**src/rtl/fetch_unit.sv**
```systemverilog
// Instruction fetch unit: owns the program counter and instruction register and
// performs single-outstanding reads from instruction memory with a two-state handshake.
module fetch_unit #(
    parameter logic [15:0] RESET_PC = 16'h0000
) (
    input  logic        clk,
    input  logic        rst_n,
    input  logic        il_in,
    input  logic [1:0]  ps_in,
    input  logic [15:0] ra_in,
    output logic        imem_req,
    output logic [15:0] imem_addr,
    input  logic [15:0] imem_rdata,
    input  logic        imem_ack,
    output logic [15:0] ins_out,
    output logic [15:0] pc_out,
    output logic        fetch_busy
);

    typedef enum logic {
        IDLE = 1'b0,
        WAIT = 1'b1
    } state_t;

    typedef enum logic [1:0] {
        PS_HOLD   = 2'b00,
        PS_INC    = 2'b01,
        PS_BRANCH = 2'b10,
        PS_JUMP   = 2'b11
    } pc_sel_t;

    state_t      state_q, state_d;
    logic [15:0] pc_q, pc_d;
    logic [15:0] ir_q;
    logic        req_raw;
    logic        ir_load;
    logic [15:0] br_off;

    // Branch offset is a split 6-bit field {IR[8:6], IR[2:0]}, sign-extended.
    assign br_off = {{10{ir_q[8]}}, ir_q[8:6], ir_q[2:0]};

    // NOTE: every signal assigned here gets a default first, so no path leaves
    // one unassigned and no latch is inferred.
    always_comb begin
        state_d = state_q;
        pc_d    = pc_q;
        req_raw = 1'b0;
        case (state_q)
            IDLE: begin
                if (il_in) begin
                    req_raw = 1'b1;
                    if (!imem_ack) state_d = WAIT;
                end else begin
                    case (pc_sel_t'(ps_in))
                        PS_HOLD:   pc_d = pc_q;
                        PS_INC:    pc_d = pc_q + 16'd1;
                        PS_BRANCH: pc_d = pc_q + br_off;
                        PS_JUMP:   pc_d = ra_in;
                        default:   pc_d = pc_q;
                    endcase
                end
            end
            WAIT: begin
                req_raw = 1'b1;
                if (imem_ack) state_d = IDLE;
            end
            default: state_d = IDLE;
        endcase
    end

    // Request is forced low while reset is asserted, even if il_in is high.
    assign imem_req   = req_raw & rst_n;
    assign ir_load    = imem_req & imem_ack;
    assign fetch_busy = imem_req & ~imem_ack;

    // PC cannot change while a fetch is pending, so it doubles as the latched
    // fetch address for the whole WAIT period.
    assign imem_addr = pc_q;
    assign pc_out    = pc_q;
    assign ins_out   = ir_q;

    // NOTE: sequential state uses non-blocking assignments so every register
    // samples the pre-edge values regardless of statement order.
    always_ff @(posedge clk or negedge rst_n) begin
        if (!rst_n) begin
            state_q <= IDLE;
            pc_q    <= RESET_PC;
            ir_q    <= 16'h0000;
        end else begin
            state_q <= state_d;
            pc_q    <= pc_d;
            if (ir_load) ir_q <= imem_rdata;
        end
    end

endmodule

```
**config.mk**
```make
export PLATFORM = sky130hd
export DESIGN_NAME = fetch_unit
export DESIGN_NICKNAME = d
export VERILOG_FILES = /design/src/rtl/fetch_unit.sv
export SDC_FILE = /design/constraint.sdc
export NUM_CORES = 1
export LEC_CHECK = 0
export ABC_AREA = 1
export CAP_MARGIN = 20
export CORE_ASPECT_RATIO = 0.6
export CORE_MARGIN = 2
export CORE_UTILIZATION = 45
export DETAILED_ROUTE_END_ITERATION = 6
export PLACE_DENSITY = 0.81
export SYNTH_ARGS = -nofsm -noshare
export SYNTH_HDL_FRONTEND = slang
export SYNTH_SLANG_ARGS = --single-unit
```
**constraint.sdc**
```tcl
create_clock -name clk -period 2.4 [get_ports clk]
set_input_delay 0.72 -clock clk [delete_from_list [all_inputs] [get_ports clk]]
set_output_delay 0.72 -clock clk [all_outputs]
set_load 0.02 [all_outputs]
```
==> results of run 1 <==
-- worst reg2reg max path, delay by kind of cell, from the launching register on --
kind | cells | cell delay [ns]
AND/OR/NAND/NOR | 13 | 1.15
adder cells (fa/ha/maj) | 2 | 0.52
flip-flops | 1 | 0.41
-- flip-flops by register name, indices dropped and copies added, names as in the netlist --
name	flops
ins_out	16
state_q	1
imem_addr	16
-- how the worst max path moves through the flow --
stage             start            end  slack, ns  cells after the start
2_1_floorplan  ps_in[1]  imem_addr[12]      -0.08                     17
3_3_place_gp   ps_in[1]  imem_addr[12]      -0.58                     17
3_5_place_dp   ps_in[0]  imem_addr[12]      -0.70                     18
4_1_cts        ps_in[1]  imem_addr[14]      0.006                     15
5_1_grt        ps_in[0]  imem_addr[12]      -0.09                     18
6_report       ps_in[0]  imem_addr[12]      0.003                     18
-- area by class of cell --
| class | count | area [um2] | share of cell area [%] |
|---|---|---|---|
| Multi-Input combinational cell | 236 | 1330 | 36.9 |
| Timing Repair Buffer | 121 | 1120 | 31.0 |
| Sequential cell | 33 | 826 | 22.9 |
| Inverter | 35 | 136 | 3.78 |
| Tap cell | 66 | 82.6 | 2.29 |
| Clock buffer | 5 | 68.8 | 1.91 |
| Clock inverter | 3 | 46.3 | 1.28 |
-- placed cells by master, fill, tap and decap left out, types with 4 or more instances in the layout --
master	n
nand3_2	5
a41oi_1	4
nand2_1	76
nor2_2	4
clkbuf_8	5
nand2_2	13
dfrtp_1	33
mux2_2	12
clkdlybuf4s50_1	82
nand3_1	19
o21ai_1	4
nand4_1	4
a21oi_1	14
buf_4	33
inv_1	32
nor2_1	43
o21ai_0	9
-- repair_timing --
| item | in CTS | in global routing |
|---|---|---|
| setup buffers | 2 | 1 |
| endpoints found under the setup margin | 15 | 12 |
| pin swaps | 4 | 10 |
| resized for setup | 18 | 13 |
-- power breakdown --
group	switching, mW	internal [mW]	total [mW]
Clock	0.235	0.311	0.546
Sequential	0.190	0.699	0.889
Combinational	1.03	0.946	1.97
Total	1.45	1.96	3.41
-- cells by family (layout without fill, tap and decap cells) --
| group | Yosys count | after routing | share of synthesized area, % |
|---|---|---|---|
| AND/OR/NAND/NOR | 173 | 173 | 31.5 |
| flip-flops | 33 | 33 | 34.2 |
| XOR/XNOR | 6 | 6 | 2.18 |
| multiplexers | 12 | 12 | 5.60 |
| adder cells (fa/ha/maj) | 6 | 6 | 3.42 |
| buffers and inverters | 61 | 164 | 13.4 |
| AO/OA/AOI/OAI | 39 | 39 | 9.75 |
-- per-layer routing --
layer / global-route usage (%) / up-vias / wire, um
met2: 43.9 / 147 / 3410
met1: 35.0 / 1212 / 3260
met4: 9.00 / 0 / 128
met3: 7.03 / 15 / 751
li1: - / 1251 / -
met5: 0 / - / 0
==> run_results.csv, run 1 <==
group,metric,value,unit
power,total_power,3.41,mW
synth,synthCells,330,
synth,synth_top_cell_area_share,34.2,%
global_route,grt_overflow_total,0,
placed_design,io_buffer_count,87,
setup_path,cp-start-kind,"input port",
clock_tree,clkSinkCount,33,
floorplan,rows,20,
clock_tree,cts_buffers,5,
floorplan,dieHeight,60.7,um
placed_design,dp.cells,488,
clock_tree,clk_pin_slew,0.08,ns
route,drt-vias-per-instance,5.26,
synth,async_reset_ff_share,100,%
worst_hold_path,min_to,"ins_out[15]",
timing,slew_violations,0,
route,wl,7.55,mm
timing,timing.final.crit_share,99.9,%
global_route,grt_pass1_vias,2554,
setup_path,crit_fanout,3,
clock_tree,htreeDepth,2,
timing,setup_ws,0.00263,ns
cells_and_area,antenna_cells,0,
cells_and_area,synthToLayoutAreaGrowth,49.6,%
setup_path,path_common_cell,"nand2_1",
global_route,antenna_found_initial,0,
synth,avgSynthCellArea,7.31,um2
synth,synth_ff_type,"dfrtp_1",
synth,synth_nets,374,
global_route,grt_start_max_net_pins,34,
timing,max_freq,417,MHz
route,first_pass_iters,6,
setup_path,critical_path_required,2.58,ns
cells_and_area,drive_gt1_share,21.2,%
placed_design,placed_cell_area,3450,um2
worst_hold_path,min_from,"ins_out[15]",
outcome,status,"complete, no violations",
synth,ys_seq_area_share,34.2,%
placed_design,dp_hpwl,5.64,mm
cells_and_area,design_area,3610,um2
floorplan,core-area,5100,um2
worst_hold_path,min_path_type,"reg -> reg",
setup_path,reg2reg_to,"imem_addr[12]",
power,p_leak,1.75,nW
synth,synth_edf_count,0,
floorplan,initial_core_util,47.3,%
route,dr.first_iter.drc_count,167,
synth,ys_seq_elements,33,
timing,rsz0062_at_grt,"yes",
route,wl_per_cell,15.1,um
setup_path,criticalPathCategory,"in -> reg",
synth,synthTopCellsByCount,"nand2_1 (80), nor2_1 (45), dfrtp_1 (33), inv_1 (32), nand3_1 (23)",
synth,synth_area,2410,um2
timing,finalSetupTns,0,ns
global_route,grt_pass1_wl,12.3,mm
timing,slew_headroom,67.2,%
placed_design,place_congestion,0.906,
power,powerDensity,944,nW/um2
setup_path,cp_slowest_cell,"fa_2",
job,maxCapViolations,0,
setup_path,rr_worst_depth,15,
setup_path,r2r-start,"ins_out[0]",
synth,synth_top_cell_by_area,"dfrtp_1",
cells_and_area,nNetsFinal,476,
timing,hold_viol,0,
global_route,grt_usage,26.6,%
clock_tree,clock_path_buffers,2,
floorplan,die_area,5980,um2
timing,setup_viol,0,
synth,synth.most_common_cell,"nand2_1",
clock_tree,clk_latency,0.29,ns
setup_path,slowest_delay,0.36,ns
synth,ys_types,36,
cells_and_area,utilization,70.7,%
setup_path,path_buf_inv,2,
timing,finClkSkew,0.00414,ns
clock_tree,postCtsHoldBufs,0,
floorplan,die_w,98.5,um
placed_design,post-place-ws,-0.700,ns
clock_tree,clockRootBuffer,"clkbuf_8",
route,drtAntennaViolNets,0,
setup_path,critical_path.top_delay_family,"simple AND/OR/NAND/NOR gates",
synth,ys_top_cells_by_area,"dfrtp_1 (34%), nand2_1 (12%), nor2_1 (7.0%)",
cells_and_area,fillCellCount,432,
timing,fin_crit,2.40,ns
floorplan,io-pin-count,88,
synth,yosys_warnings,0,
power,vdd_drop_max,0.426,mV
setup_path,crit_arrival,2.58,ns
clock_tree,cts_tree,"yes",
worst_hold_path,holdPathStages,1,
timing,whs,0.509,ns
setup_path,worst_setup_path_end_kind,"flip-flop",
cells_and_area,final_cells,499,
setup_path,r2r_slack,0.22,ns
route,num_vias,2625,
timing,worstMarginPinSlew,0.485,ns
route,drc,0,
setup_path,crit_chain,"buf_8 > inv_6 > nand2_4 > or2_4 > ha_4 > fa_2 > nand3_2 > nand3_2 > nand2_2 > nand2_1 > nand3_2 > nand2_2 > nand2_2 > nand2_1 > nand2_1 > nand3_1 > nand2_1 > nand2_1",
Note: power is estimated with default switching activity, not from simulation.
==> inputs of run 2 (changes only) <==
CELL_PAD_IN_SITES_DETAIL_PLACEMENT = 1   (was default)
CELL_PAD_IN_SITES_GLOBAL_PLACEMENT = 2   (was default)
CORE_UTILIZATION = 24   (was 45)
CTS_CLUSTER_SIZE = 10   (was default)
PLACE_DENSITY = default   (was 0.81)
PLACE_DENSITY_LB_ADDON = 0.1   (was default)
==> run_results.csv, run 2 (synthesis gave the netlist of run 1 again) <==
group,metric,value,unit
worst_hold_path,min_path_type,"in -> async",
route,wl_per_cell,15.7,um
floorplan,io-pin-count,88,
outcome,status,"finished, violations left",
timing,slew_violations,0,
timing,fin_crit,2.42,ns
cells_and_area,mostFrequentLayoutCell,"clkdlybuf4s50_1",
global_route,grt_pass1_wl,14.1,mm
global_route,antenna_found_initial,0,
floorplan,die_w,133,um
clock_tree,clk_latency,0.28,ns
setup_path,crit_fanout,3,
power,total_power,3.81,mW
timing,max_freq,413,MHz
clock_tree,clkSinkCount,33,
job,maxCapViolations,0,
clock_tree,clockRootBuffer,"clkbuf_16",
route,drc,0,
floorplan,rows,28,
global_route,grtUsageMet1,26.8,%
timing,rsz0062_at_grt,"yes",
placed_design,io_buffer_count,87,
setup_path,criticalPathCategory,"in -> reg",
floorplan,initial_core_util,24.6,%
global_route,grt_overflow_total,0,
route,first_pass_iters,4,
timing,setup_ws,-0.0199,ns
global_route,grtUsageMet2,22.9,%
setup_path,critical_path_required,2.58,ns
floorplan,dieHeight,81.7,um
timing,worstMarginPinSlew,0.469,ns
timing,slew_headroom,68.3,%
cells_and_area,antenna_cells,0,
placed_design,dp_hpwl,7.01,mm
global_route,grt_pass1_vias,2597,
timing,finClkSkew,0.00415,ns
cells_and_area,synthToLayoutAreaGrowth,62.2,%
route,drtAntennaViolNets,0,
route,dr.first_iter.drc_count,113,
power,powerDensity,974,nW/um2
clock_tree,htreeDepth,2,
outcome,violations,"negative setup slack",
cells_and_area,final_cell_mix,"clkdlybuf4s50_1 (82), nand2_1 (71), buf_4 (46), nor2_1 (43), dfrtp_1 (33)",
timing,timing.final.crit_share,101,%
timing,hold_viol,0,
global_route,busiest_layer,"met1",
clock_tree,postCtsHoldBufs,0,
timing,setup_viol,1,
route,num_vias,2560,
placed_design,place_congestion,0.818,
global_route,grt_util_met3,4.01,%
cells_and_area,nNetsFinal,489,
cells_and_area,drive_gt1_share,26.0,%
clock_tree,cts_buffers,5,
setup_path,cp-start-kind,"input port",
setup_path,worst_setup_path_end_kind,"flip-flop",
clock_tree,cts_tree,"yes",
floorplan,core-area,9810,um2
setup_path,crit_arrival,2.60,ns
floorplan,die_area,10900,um2
power,p_leak,1.86,nW
route,drt-vias-per-instance,4.41,
global_route,grt_usage,17.0,%
placed_design,post-place-ws,-0.724,ns
power,vdd_drop_max,0.446,mV
route,wl,9.13,mm
global_route,grt_start_max_net_pins,34,
clock_tree,clk_pin_slew,0.06,ns
clock_tree,clock_path_buffers,2,
run 2: changes by cell type in the layout (fill, tap and decap cells not counted), sizes merged:
cell,previous run,this run
buf,38,52
clkbuf,5,7
clkinv,2,1
clkinvlp,1,0
dlygate4sd2,1,0
run 2: layout make-up:
class	count	area (um2)
fill	1174	5890
tap	135	169
inverter	35	134
multi-input combinational	236	1400
clock buffer	7	143
sequential	33	826
timing repair buffer	134	1210
clock inverter	1	30.0
run 2: what timing repair did:
action | CTS | global route
endpoints found under the setup margin | 16 | 12
pin swaps | 7 | 12
gates resized for setup | 21 | 23
buffers inserted | 5 | 4
run 2: report_power, final:
| group | leakage [nW] | internal (mW) | switching, mW |
|---|---|---|---|
| clock network | 0.0841 | 0.519 | 0.256 |
| logic | 1.39 | 1.05 | 1.10 |
| registers | 0.390 | 0.701 | 0.193 |
| total | 1.86 | 2.27 | 1.55 |
run 2: metrics by stage:
stage | area [um2] | util, % | std cells | setup TNS [ns] | hold slack [ns]
6_report | 3920 | 39.9 | 581 | -0.0199 | 0.504
5_1_grt | 3920 | 39.9 | 581 | -0.268 | 0.528
4_1_cts | 3810 | 38.8 | 578 | 0 | 0.508
3_5_place_dp | 3590 | 36.6 | 565 | -8.81 | 0.495
3_3_place_gp | 3590 | 36.6 | 565 | -7.93 | 0.486
2_1_floorplan | 2460 | - | 330 | -0.124 | 0.424
run 2: final timing paths:
kind                            cells past startpoint       endpoint  slack, ns         from
worst min-delay path                                2  imem_addr[13]       0.50        rst_n
worst max-delay path                               18  imem_addr[12]      -0.02     ps_in[0]
max in group asynchronous                           2   imem_addr[4]       1.56        rst_n
worst max register to register                     15  imem_addr[12]       0.23   ins_out[0]
min in group clk                                    1    ins_out[13]       0.50  ins_out[13]
worst min register to register                      1    ins_out[13]       0.50  ins_out[13]
run 2: worst max-delay path, stage by stage:
cell and delay, ns:
buf_8 0.10, inv_4 0.05, nand2_4 0.05, or2_4 0.25, ha_4 0.17, fa_2 0.38
nand3_2 0.09, nand3_4 0.08, nand2_4 0.10, nand2_2 0.06, nand3_2 0.07, nand2_2 0.07
nand2_2 0.09, nand2_2 0.05, nand2_2 0.09, nand3_2 0.07, nand2_2 0.07, nand2_1 0.04
run 2: layer usage:
metal	part of all wire, %	vias up	wire length (um)
met5	0	-	0
met4	0.67	0	61
met1	57	1204	5180
met2	38	68	3430
met3	5.0	6	457
li1	-	1282	-
